**config.mk**
```make
export PLATFORM = sky130hd
export DESIGN_NAME = cr16_control_fsm
export DESIGN_NICKNAME = d
export VERILOG_FILES = /design/src/rtl/cr16_control_fsm.sv
export SDC_FILE = /design/constraint.sdc
export NUM_CORES = 1
export LEC_CHECK = 0
export ABC_AREA = 1
export BUFFER_PORTS_ARGS = -buffer_cell sky130_fd_sc_hd__buf_2
export CAP_MARGIN = 20
export CORE_AREA = 2 2 57 59
export DETAILED_ROUTE_END_ITERATION = 6
export DIE_AREA = 0 0 59 61
export GPL_TIMING_DRIVEN = 0
export HOLD_SLACK_MARGIN = 0.1
export PLACE_DENSITY = 0.76
export SYNTH_ARGS = -nofsm -noshare
export SYNTH_HDL_FRONTEND = slang
export SYNTH_SLANG_ARGS = --single-unit
```
**constraint.sdc**
```tcl
create_clock -name clk -period 1.72 [get_ports clk]
set_input_delay 0.258 -clock clk [delete_from_list [all_inputs] [get_ports clk]]
set_output_delay 0.258 -clock clk [all_outputs]
set_load 0.01 [all_outputs]
```
**src/rtl/cr16_control_fsm.sv**
```systemverilog
// Multicycle control sequencer for the 16-bit CPU: owns the IR and drives register file,
// ALU, PSR, PC and BRAM controls one state per cycle.
module cr16_control_fsm #(
  parameter int unsigned WIDTH   = 16,
  parameter int unsigned REGBITS = 4
) (
  input  logic               clk,
  input  logic               reset,
  input  logic               run,
  input  logic [WIDTH-1:0]   instr,
  input  logic               cond_met,
  output logic [WIDTH-1:0]   ir_out,
  output logic               rf_we,
  output logic [REGBITS-1:0] rf_dst_addr,
  output logic [REGBITS-1:0] rf_src_addr,
  output logic               rf_wsel,
  output logic [3:0]         alu_op,
  output logic               alu_b_sel,
  output logic [WIDTH-1:0]   imm_out,
  output logic               flags_en,
  output logic               pc_en,
  output logic [1:0]         pc_src,
  output logic               mem_addr_sel,
  output logic               mem_we,
  output logic               illegal_op,
  output logic [2:0]         state_out
);

  typedef enum logic [2:0] {
    StFetch = 3'd0,
    StLatch = 3'd1,
    StRegrd = 3'd2,
    StExec  = 3'd3,
    StMemrd = 3'd4,
    StWb    = 3'd5
  } state_e;

  localparam logic [3:0] OpRtype  = 4'h0;
  localparam logic [3:0] OpMem    = 4'h4;
  localparam logic [3:0] OpBcond  = 4'hC;
  localparam logic [3:0] OpLui    = 4'hF;
  localparam logic [3:0] ExtLoad  = 4'h0;
  localparam logic [3:0] ExtStor  = 4'h4;
  localparam logic [3:0] ExtJcond = 4'hC;
  localparam logic [3:0] CodeAnd  = 4'h1;
  localparam logic [3:0] CodeOr   = 4'h2;
  localparam logic [3:0] CodeXor  = 4'h3;
  localparam logic [3:0] CodeAdd  = 4'h5;
  localparam logic [3:0] CodeSub  = 4'h9;
  localparam logic [3:0] CodeCmp  = 4'hB;
  localparam logic [3:0] CodeMov  = 4'hD;

  localparam int unsigned PcSrcInc = 0;
  localparam int unsigned PcSrcReg = 1;
  localparam int unsigned PcSrcRel = 2;

  state_e           state_q, state_d;
  logic [WIDTH-1:0] ir_q, ir_d;

  logic [3:0] op, ext, alu_code;
  logic       is_rtype, is_itype, is_alu, is_load, is_stor, is_jcond, is_bcond, legal;

  function automatic logic is_alu_code(input logic [3:0] c);
    case (c)
      CodeAnd, CodeOr, CodeXor, CodeAdd, CodeSub, CodeCmp, CodeMov: is_alu_code = 1'b1;
      default:                                                     is_alu_code = 1'b0;
    endcase
  endfunction

  assign op  = ir_q[WIDTH-1 -: 4];
  assign ext = ir_q[7:4];

  assign is_rtype = (op == OpRtype) && is_alu_code(ext);
  assign is_itype = is_alu_code(op) || (op == OpLui);
  assign is_alu   = is_rtype || is_itype;
  assign alu_code = is_rtype ? ext : op;
  assign is_load  = (op == OpMem) && (ext == ExtLoad);
  assign is_stor  = (op == OpMem) && (ext == ExtStor);
  assign is_jcond = (op == OpMem) && (ext == ExtJcond);
  assign is_bcond = (op == OpBcond);
  assign legal    = is_alu || is_load || is_stor || is_jcond || is_bcond;

  // State register
  always_ff @(posedge clk) begin
    if (reset) begin
      state_q <= StFetch;
      ir_q    <= '0;
    end else begin
      state_q <= state_d;
      ir_q    <= ir_d;
    end
  end

  // Next-state logic
  always_comb begin
    state_d = state_q;
    ir_d    = ir_q;
    unique case (state_q)
      StFetch: if (run) state_d = StLatch;
      StLatch: begin
        ir_d    = instr;
        state_d = StRegrd;
      end
      StRegrd: state_d = legal ? StExec : StFetch;
      StExec:  state_d = is_load ? StMemrd : StFetch;
      StMemrd: state_d = StWb;
      StWb:    state_d = StFetch;
      default: state_d = StFetch;
    endcase
  end

  // Datapath decode that does not depend on state
  always_comb begin
    if (op == OpLui) begin
      imm_out = {ir_q[7:0], {(WIDTH-8){1'b0}}};
    end else if (op == CodeAnd || op == CodeOr || op == CodeXor) begin
      imm_out = {{(WIDTH-8){1'b0}}, ir_q[7:0]};
    end else begin
      imm_out = {{(WIDTH-8){ir_q[7]}}, ir_q[7:0]};
    end
    if (is_rtype) begin
      alu_op = ext;
    end else if (op == OpLui) begin
      alu_op = CodeMov;
    end else begin
      alu_op = op;
    end
    alu_b_sel = ~is_rtype;
  end

  // Per-state control outputs
  always_comb begin
    rf_we        = 1'b0;
    rf_wsel      = 1'b0;
    flags_en     = 1'b0;
    pc_en        = 1'b0;
    pc_src       = 2'(PcSrcInc);
    mem_addr_sel = 1'b0;
    mem_we       = 1'b0;
    illegal_op   = 1'b0;
    unique case (state_q)
      StFetch: mem_addr_sel = 1'b0;
      StLatch: pc_en = 1'b1;
      StRegrd: illegal_op = ~legal;
      StExec: begin
        if (is_alu) begin
          rf_we    = (alu_code != CodeCmp);
          flags_en = (alu_code == CodeAdd) || (alu_code == CodeSub) || (alu_code == CodeCmp);
        end
        if (is_load || is_stor) mem_addr_sel = 1'b1;
        if (is_stor) mem_we = 1'b1;
        if (is_jcond && cond_met) begin
          pc_en  = 1'b1;
          pc_src = 2'(PcSrcReg);
        end
        if (is_bcond && cond_met) begin
          pc_en  = 1'b1;
          pc_src = 2'(PcSrcRel);
        end
      end
      StMemrd: mem_addr_sel = 1'b1;
      StWb: begin
        rf_we   = 1'b1;
        rf_wsel = 1'b1;
      end
      default: ;
    endcase
    // Reset aborts whatever instruction is in flight without any side effect
    if (reset) begin
      rf_we      = 1'b0;
      flags_en   = 1'b0;
      pc_en      = 1'b0;
      mem_we     = 1'b0;
      illegal_op = 1'b0;
    end
  end

  assign ir_out      = ir_q;
  assign rf_dst_addr = ir_q[8 +: REGBITS];
  assign rf_src_addr = ir_q[REGBITS-1:0];
  assign state_out   = state_q;

endmodule

```
# Word-level counts from Yosys, hierarchy flattened
# Index checks and enable logic that the tools add are counted.
# totals
register_bits,19
inputBits,20
out_inout_bits,57
word_cells,87
# classes
n_eq_ne,29
muxes,32
bitwise_logic,2
n_reduce_logical,22
# ops
cell,count
"4-bit equality test, second input constant",11
16-bit two-way mux,2
"4-bit by 3-bit equality test with 1-bit output, second input constant",5
1-bit two-way mux,18
"4-bit by 2-bit equality test with 1-bit output, second input constant",4
3-bit case mux with 5 select lines,1
7-bit OR reduction,2
4-bit two-way mux,3
1-bit logical OR,11
"4-bit by 1-bit equality test with 1-bit output, second input constant",2
4-bit logical NOT,2
"3-bit by 2-bit equality test with 1-bit output, second input constant",2
"3-bit equality test, second input constant",2
1-bit logical AND,6
2-bit two-way mux,3
3-bit two-way mux,2
1-bit case mux with 2 select lines,3
"4-bit inequality test, second input constant",1
"3-bit by 1-bit equality test with 1-bit output, second input constant",1
3-bit logical NOT,1
"2-bit inequality test, second input constant",1
1-bit NOT,2

# Depth between registers and ports, before layout
# Gate-level depths: netlist (run 1).
# logic_depth
ltp_word,12
depth_mapped,9
mapped_depth_nobuf,9

# Least setup slack after synthesis (run 1)
# No wires, ideal clock.
# synth_timing
path_kind,reg-to-output
from,reg ir_q[4] (netlist: ir_out[4])
to,out flags_en
arrival_time_ns,1.258
t_required_ns,1.462
setup_slack_ns,0.204
path_stages_with_launch,9
path_buffers,0
cell_sequence,dfxtp_1 > inv_1 > nand2_1 > nand2_2 > nor2_4 > nand3_2 > nand2_1 > nand2_1 > a21oi_1
# synth_between
elab_chain_cells,11
elab_cells_between_ends,20
classes_between,eq/ne: 10; mux: 5; reduce/logical: 5
# synth_rtl
item,line,rtl
"start, declared",58,"logic [WIDTH-1:0] ir_q, ir_d;"
"start signal, assigned",90,ir_q <= ir_d;
"4-bit by 1-bit equality test with 1-bit output, or another cell as far along",64,case (c)
7-bit OR reduction,64,
1-bit two-way mux,64,
1-bit logical AND,73,assign is_rtype = (op == OpRtype) && is_alu_code(ext);
4-bit two-way mux,76,assign alu_code = is_rtype ? ext : op;
4-bit by 3-bit equality test with 1-bit output or 4-bit equality test (tied branches),148,flags_en = (alu_code == CodeAdd) || (alu_code == CodeSub) || (alu_code == CodeCmp);
1-bit logical OR (2 in a row),148,
1-bit two-way mux *,146,if (is_alu) begin
1-bit two-way mux *,141,unique case (state_q)
1-bit two-way mux *,169,if (reset) begin
"end, declared",20,"output logic flags_en,"
# Every way passes the cells marked *; elsewhere a longest branch is shown, timed or not.

# Worst setup path after layout (run 1)
# layout_timing
from,reg ir_q[12] (netlist: ir_out[12])
to,out rf_we
# layout_between
elab_chain_cells,8
elab_cells_between_ends,19
classes_between,eq/ne: 9; mux: 5; reduce/logical: 5
# layout_rtl
item,line,rtl
"4-bit by 1-bit equality test with 1-bit output, or another cell as far along",64,
7-bit OR reduction,64,
1-bit two-way mux,64,
1-bit logical OR,74,assign is_itype = is_alu_code(op) || (op == OpLui);
1-bit logical OR,75,assign is_alu = is_rtype || is_itype;
1-bit two-way mux *,146,
1-bit case mux with 2 select lines *,141,
1-bit two-way mux *,169,
"end, declared",13,"output logic rf_we,"
# Marks and branches as above.

==> results of run 1 <==
## cell type report
| type | count | area [um2] |
|---|---|---|
| timing repair buffer | 93 | 522 |
| inverter | 33 | 138 |
| clock buffer | 4 | 26.3 |
| buffer | 12 | 77.6 |
| multi-input combinational | 111 | 691 |
| tap | 33 | 41.3 |
| fill | 274 | 1050 |
| sequential | 19 | 409 |
## synthesized netlist by cell type
cell	count	area, um2
nor3b_2	1	12.5
nor2_4	1	11.3
nor3_2	1	10.0
nand2_1	17	63.8
nor3_4	1	16.3
nand4_1	1	6.26
o21ai_0	25	125
inv_2	6	22.5
nand2_2	2	12.5
inv_1	26	97.6
nor2_1	16	60.1
a21oi_1	23	115
nand3_2	2	20.0
buf_2	2	10.0
o31ai_1	1	7.51
nor2_2	4	25.0
nor3_1	4	20.0
a22oi_1	1	7.51
clkbuf_1	2	7.51
a31oi_1	1	6.26
nand3_1	7	35.0
dfxtp_1	19	380
o21ai_1	1	5.00
a21oi_2	1	8.76
buf_4	8	60.1
nand4_2	1	12.5
clkinv_1	1	3.75
## layer usage
metal / share of wire, % / wire length, um
met1: 39 / 1670
met2: 53 / 2270
met3: 6.2 / 264
met4: 1.4 / 60
met5: 0 / 0
## worst min path at each step
stage,startpoint,to,slack [ns]
final,reset,state_out[1]$_SDFFE_PP0P_,0.20
after global routing,reset,state_out[1]$_SDFFE_PP0P_,0.20
after floorplan,reset,state_out[1]$_SDFFE_PP0P_,0.33
after CTS,reset,state_out[1]$_SDFFE_PP0P_,0.20
after detailed placement,ir_out[11]$_SDFFE_PP0N_,ir_out[11]$_SDFFE_PP0N_,0.46
after global placement,ir_out[10]$_SDFFE_PP0N_,ir_out[10]$_SDFFE_PP0N_,0.45
## where the power goes
part	switching [W]	internal [W]	leakage, nW
registers	0.0000953	0.000524	0.162
clock network	0.000134	0.0000904	0.0150
logic	0.000591	0.000425	0.827
total	0.000821	0.00104	1.00
## critical path: stages, from the launching register on
cell and delay, ns:
dfxtp_4 0.39, nor2_4 0.18, nand2_4 0.10, inv_4 0.09
nand3_2 0.08, nand2_1 0.12, nand2_2 0.09, o21ai_2 0.15
a21oi_1 0.08, buf_2 0.13
## registers in the layout (all words and copies together), names as in the netlist
name	cells
ir_out	16
state_out	3
## through the flow
step	hold WS [ns]	util [%]	worst slack (ns)	instances
after floorplan	0.327	-	0.204	175
after global placement	0.448	53.6	0.0498	284
after detailed placement	0.458	53.6	0.0554	284
after CTS	0.197	62.2	-0.126	304
after global routing	0.204	64.5	-0.318	305
final	0.203	64.5	-0.231	305
## placed cells by master, fill, tap and decap left out, types with 5 or more instances in the layout
cell	instances
dfxtp_1	8
nand2_2	7
nand2_1	8
buf_4	23
a21oi_1	21
dfxtp_2	5
nor2_4	5
buf_2	77
nand3_2	6
o21ai_0	23
nor2_1	15
inv_1	24
dfxtp_4	6
## kinds of logic after synthesis
| family | count (synthesis) |
|---|---|
| compound gates | 53 |
| simple gates | 58 |
| buf+inv | 45 |
| flops | 19 |
## repair_timing
| item | 4_1_cts | 5_1_grt |
|---|---|---|
| pin swaps | 13 | 11 |
| gates cloned | 0 | 0 |
| endpoints found under the hold margin | 0 | 0 |
| hold buffers | 0 | 0 |
| endpoints found under the setup margin | 23 | 26 |
| gates resized for setup | 36 | 20 |
| setup buffers | 16 | 3 |
==> impl_metrics.py, run 1 <==
metrics = {
    "timing": {
        "fin_crit_ns": 1.95,
        "rsz0062_at_grt": "yes",
        "setup_viol": 15,
        "finalHoldViolations": 0,
        "maxSlewHeadroom_pct": 71.5,
        "clock_skew_ns": 0.00444,
        "setup_tns_ns": -1.89,
        "fmax_ghz": 0.513,
        "min_period_over_period_pct": 113,
        "slew_viol_final": 0,
        "worstMarginPinSlew_ns": 0.427,
        "finalWorstSetupSlack_ns": -0.231,
    },
    "worst_setup_path": {
        "endpoint_kind": "output pin",
        "startpoint_type": "flop",
        "crit_path_start": "ir_out[12]$_SDFFE_PP0N_",
        "r2r_setup_slack_ns": 0.30,
        "crit_required_ns": 1.46,
        "worstSetupPathType": "flop to output pin",
        "critPathCapture": "rf_we",
        "worstPathMaxFanout": 4,
        "critPathArrivalTime_ns": 1.69,
        "crit-reg2reg-launch": "ir_out[12]$_SDFFE_PP0N_",
        "ff2ff_path_depth": 8,
        "r2r_end": "state_out[2]$_SDFFE_PP0P_",
    },
    "global_routing": {
        "grt.busiest_layer": "met2",
        "grt_max_degree": 11,
        "met3_usage_pct": 4.05,
        "grt_use_total_pct": 23.2,
        "grt_overflow_total": 0,
        "grt_pass1_vias": 1447,
        "grt_pass1_wl_um": 6290,
        "met1_usage_pct": 25.4,
        "met2_usage_pct": 42.9,
        "antenna_found_initial": 0,
    },
    "cells_and_area": {
        "antenna_cells": 0,
        "final_area_mm2": 0.00190,
        "area_growth_pct": 63.8,
        "nNetsFinal": 293,
        "drive_above_1_share_pct": 58.1,
    },
    "floorplanning": {
        "die_area_mm2": 0.00360,
        "core_area_mm2": 0.00295,
        "ios": 77,
        "row_count": 20,
        "fp.dieH_um": 61,
        "fp.dieW_um": 59,
        "floorplan.initialDensity_pct": 39.4,
    },
    "logic_synthesis": {
        "muxShareOfSynthArea_pct": 0,
        "synth_top_family_by_area": "simple AND/OR/NAND/NOR gates",
        "synthSimpleGateAreaFrac_pct": 26.3,
        "syn_inst": 175,
        "synth_xor_area_share_pct": 0,
        "yosysSeqAreaShare_pct": 32.7,
        "ys_ff_latch": 19,
        "syn-num-nets": 195,
        "syn_avg_cell_area_um2": 6.64,
        "yosysWarnings": 0,
        "synth_fa_ha_area_share_pct": 0,
        "synth_cell_types": 27,
        "synth_area_mm2": 0.00116,
        "synth-compound-area-share_pct": 23.7,
    },
    "routing": {
        "vias_per_cell": 5.15,
        "routedWlPerCell_um": 14.0,
        "drt-total-wl_um": 4260,
        "ant_nets": 0,
        "drc_errors": 0,
        "first_pass_iters": 4,
        "via_count": 1571,
        "first_iter_violations": 68,
    },
    "power_and_ir_drop": {
        "total_power_w": 0.00186,
        "leakage_nw": 1.00,
        "ir_worst_vdd_mv": 0.448,
        "power_density_mw_per_mm2": 977,
    },
    "place": {
        "gp_congestion": 0.794,
        "place_hpwl_um": 2730,
        "dpl_cell_area_mm2": 0.00158,
        "portBuffers": 76,
    },
    "clock_tree": {
        "clockBufferDepth": 2,
        "root_buffer": "clkbuf_4",
        "htree_levels": 1,
        "clk_pin_slew_ns": 0.10,
        "cts.sinks": 19,
        "tritoncts": "done",
        "cts_made_buffers": 3,
        "insertion_delay_ns": 0.30,
    },
    "flow_run": {
        "cap_violations": 0,
    },
    "hold_path": {
        "holdPathStages": 2,
        "hold_path.class": "input pin to flop",
    },
    "outcome": {
        "status": "complete, but fails checks",
        "violations": "negative setup slack",
    },
}
(Power assumes the default switching activity.)
==> run 2, diff against run 1 <==
--- a/config.mk
+++ b/config.mk
@@ -8,12 +8,14 @@
 export ABC_AREA = 1
 export BUFFER_PORTS_ARGS = -buffer_cell sky130_fd_sc_hd__buf_2
 export CAP_MARGIN = 20
-export CORE_AREA = 2 2 57 59
+export CELL_PAD_IN_SITES_DETAIL_PLACEMENT = 0
+export CELL_PAD_IN_SITES_GLOBAL_PLACEMENT = 1
+export CORE_AREA = 2 2 69 71
 export DETAILED_ROUTE_END_ITERATION = 6
-export DIE_AREA = 0 0 59 61
+export DIE_AREA = 0 0 71 73
 export GPL_TIMING_DRIVEN = 0
 export HOLD_SLACK_MARGIN = 0.1
-export PLACE_DENSITY = 0.76
+export PLACE_DENSITY_LB_ADDON = 0.1
 export SYNTH_ARGS = -nofsm -noshare
 export SYNTH_HDL_FRONTEND = slang
 export SYNTH_SLANG_ARGS = --single-unit
==> run 2 against run 1 <==
Via count down 6.2%. Final cell count increased by 7.5%. The run still ends with negative setup slack left. Critical path depth unchanged. Core utilization decreased by 22 points. Maximum frequency grew 6.7%. Critical path type unchanged. Combinational power barely moved. Clock skew shrank 0.0015 ns. Largest cell class unchanged. Largest power group unchanged. Critical endpoint is now illegal_op.
==> impl_metrics.py, run 2 (same netlist as run 1, synthesis figures left out) <==
metrics = {
    "outcome": {
        "status": "complete, but fails checks",
        "violations": "negative setup slack",
    },
    "timing": {
        "maxSlewHeadroom_pct": 69.6,
        "finalWorstSetupSlack_ns": -0.109,
        "clock_skew_ns": 0.00294,
        "fin_crit_ns": 1.83,
        "finalHoldViolations": 0,
        "fmax_ghz": 0.547,
        "rsz0062_at_grt": "yes",
        "min_period_over_period_pct": 106,
        "worstMarginPinSlew_ns": 0.456,
        "setup_viol": 14,
        "slew_viol_final": 0,
    },
    "floorplanning": {
        "ios": 77,
        "row_count": 25,
        "floorplan.initialDensity_pct": 25.6,
        "core_area_mm2": 0.00454,
        "die_area_mm2": 0.00518,
        "fp.dieW_um": 71,
        "fp.dieH_um": 73,
    },
    "cells_and_area": {
        "drive_above_1_share_pct": 58.0,
        "final_cell_mix": "buf_2 (78), buf_4 (27), o21ai_0 (23)",
        "area_growth_pct": 65.0,
        "largest_reg_flops": 16,
        "nNetsFinal": 295,
        "antenna_cells": 0,
        "final_area_mm2": 0.00192,
        "final_common_cell": "buf_2",
        "stdcell_count": 328,
        "postLayoutCoreUtil_pct": 42.3,
    },
    "clock_tree": {
        "cts_made_buffers": 3,
        "insertion_delay_ns": 0.25,
        "tritoncts": "done",
        "root_buffer": "clkbuf_8",
        "clockBufferDepth": 2,
        "clk_pin_slew_ns": 0.07,
        "htree_levels": 1,
        "cts.sinks": 19,
        "ctsHoldBuffers": 0,
    },
    "worst_setup_path": {
        "crit_required_ns": 1.46,
        "worstPathMaxFanout": 4,
        "critPathCapture": "illegal_op",
        "ff2ff_path_depth": 13,
        "cpPeakStageDelay_ns": 0.37,
        "endpoint_kind": "output pin",
        "startpoint_type": "flop",
        "r2r_end": "state_out[0]$_SDFFE_PP0P_",
        "crit_path_start": "ir_out[13]$_SDFFE_PP0N_",
        "critPathSlowestCell": "dfxtp_4",
        "critPathArrivalTime_ns": 1.57,
        "worstSetupPathType": "flop to output pin",
        "crit_path_cell_trace": "nor2_4, buf_4, inv_2, nand2_2, nand3_2, a21oi_2, nand2_1, nor2_1, buf_2",
        "crit-reg2reg-launch": "ir_out[13]$_SDFFE_PP0N_",
        "r2r_setup_slack_ns": -0.10,
    },
    "global_routing": {
        "antenna_found_initial": 0,
        "grt_pass1_wl_um": 6470,
        "grt_pass1_vias": 1378,
        "grt_overflow_total": 0,
        "grt_max_degree": 11,
        "grt_use_total_pct": 15.8,
    },
    "flow_run": {
        "cap_violations": 0,
    },
    "routing": {
        "ant_nets": 0,
        "first_pass_iters": 4,
        "drt-total-wl_um": 4170,
        "drc_errors": 0,
        "first_iter_violations": 51,
        "routedWlPerCell_um": 12.7,
        "via_count": 1474,
        "vias_per_cell": 4.49,
    },
    "power_and_ir_drop": {
        "ir_worst_vdd_mv": 0.424,
        "total_power_w": 0.00194,
        "leakage_nw": 1.02,
        "power_density_mw_per_mm2": 1010,
    },
    "place": {
        "dpl_cell_area_mm2": 0.00161,
        "place_hpwl_um": 3110,
        "dp.cells": 305,
        "gp_congestion": 0.807,
        "portBuffers": 76,
    },
    "hold_path": {
        "hold_path.class": "input pin to flop",
    },
}
## run 2: power by group
group | internal [W] | leakage, nW | switching [W]
clock | 0.000164 | 0.0228 | 0.000141
combinational | 0.000459 | 0.829 | 0.000559
sequential | 0.000525 | 0.163 | 0.0000922
## run 2: layer usage
metal  track usage [%]  wire (um)  vias up
li1                  -          -      763
met1              19.5       1830      672
met2              28.1       2120       35
met3              2.76        172        4
met4              4.61         51        0
met5                 0          0        -
## run 2: layout make-up
cell class / instances / area, um2
Inverter: 33 / 134
Clock buffer: 4 / 45.0
Sequential cell: 19 / 414
Multi-Input combinational cell: 111 / 657
Tap cell: 54 / 67.6
Timing Repair Buffer: 95 / 523
Buffer: 12 / 77.6
Fill cell: 496 / 2620
## run 2: timing repair
| action | 4_1_cts | 5_1_grt |
|---|---|---|
| endpoints found under the setup margin | 23 | 25 |
| pin swaps | 12 | 12 |
| buffers inserted | 17 | 2 |
| resized for setup | 33 | 17 |
## run 2: how the worst min path moves through the flow
stage	startpoint	end	slack, ns	cells after the start
2_1_floorplan	reset	state_out[1]$_SDFFE_PP0P_	0.33	1
3_3_place_gp	ir_out[8]$_SDFFE_PP0N_	ir_out[8]$_SDFFE_PP0N_	0.45	2
3_5_place_dp	ir_out[10]$_SDFFE_PP0N_	ir_out[10]$_SDFFE_PP0N_	0.45	2
4_1_cts	reset	state_out[1]$_SDFFE_PP0P_	0.24	2
5_1_grt	reset	state_out[1]$_SDFFE_PP0P_	0.26	2
6_report	reset	state_out[1]$_SDFFE_PP0P_	0.25	2
## run 2: through the flow
step | TNS, ns | hold WS [ns] | setup slack [ns]
CTS | -0.483 | 0.243 | -0.0946
finish | -1.09 | 0.255 | -0.109
detailed placement | 0 | 0.453 | 0.0414
floorplan | 0 | 0.327 | 0.204
global placement | 0 | 0.454 | 0.0197
global route | -3.15 | 0.262 | -0.229
## run 2: critical path: cells and delay by family, from the launching register on
kind | cells | cell delay (ns)
flip-flops | 1 | 0.37
AO/OA/AOI/OAI | 1 | 0.16
buffers and inverters | 3 | 0.30
AND/OR/NAND/NOR | 5 | 0.49
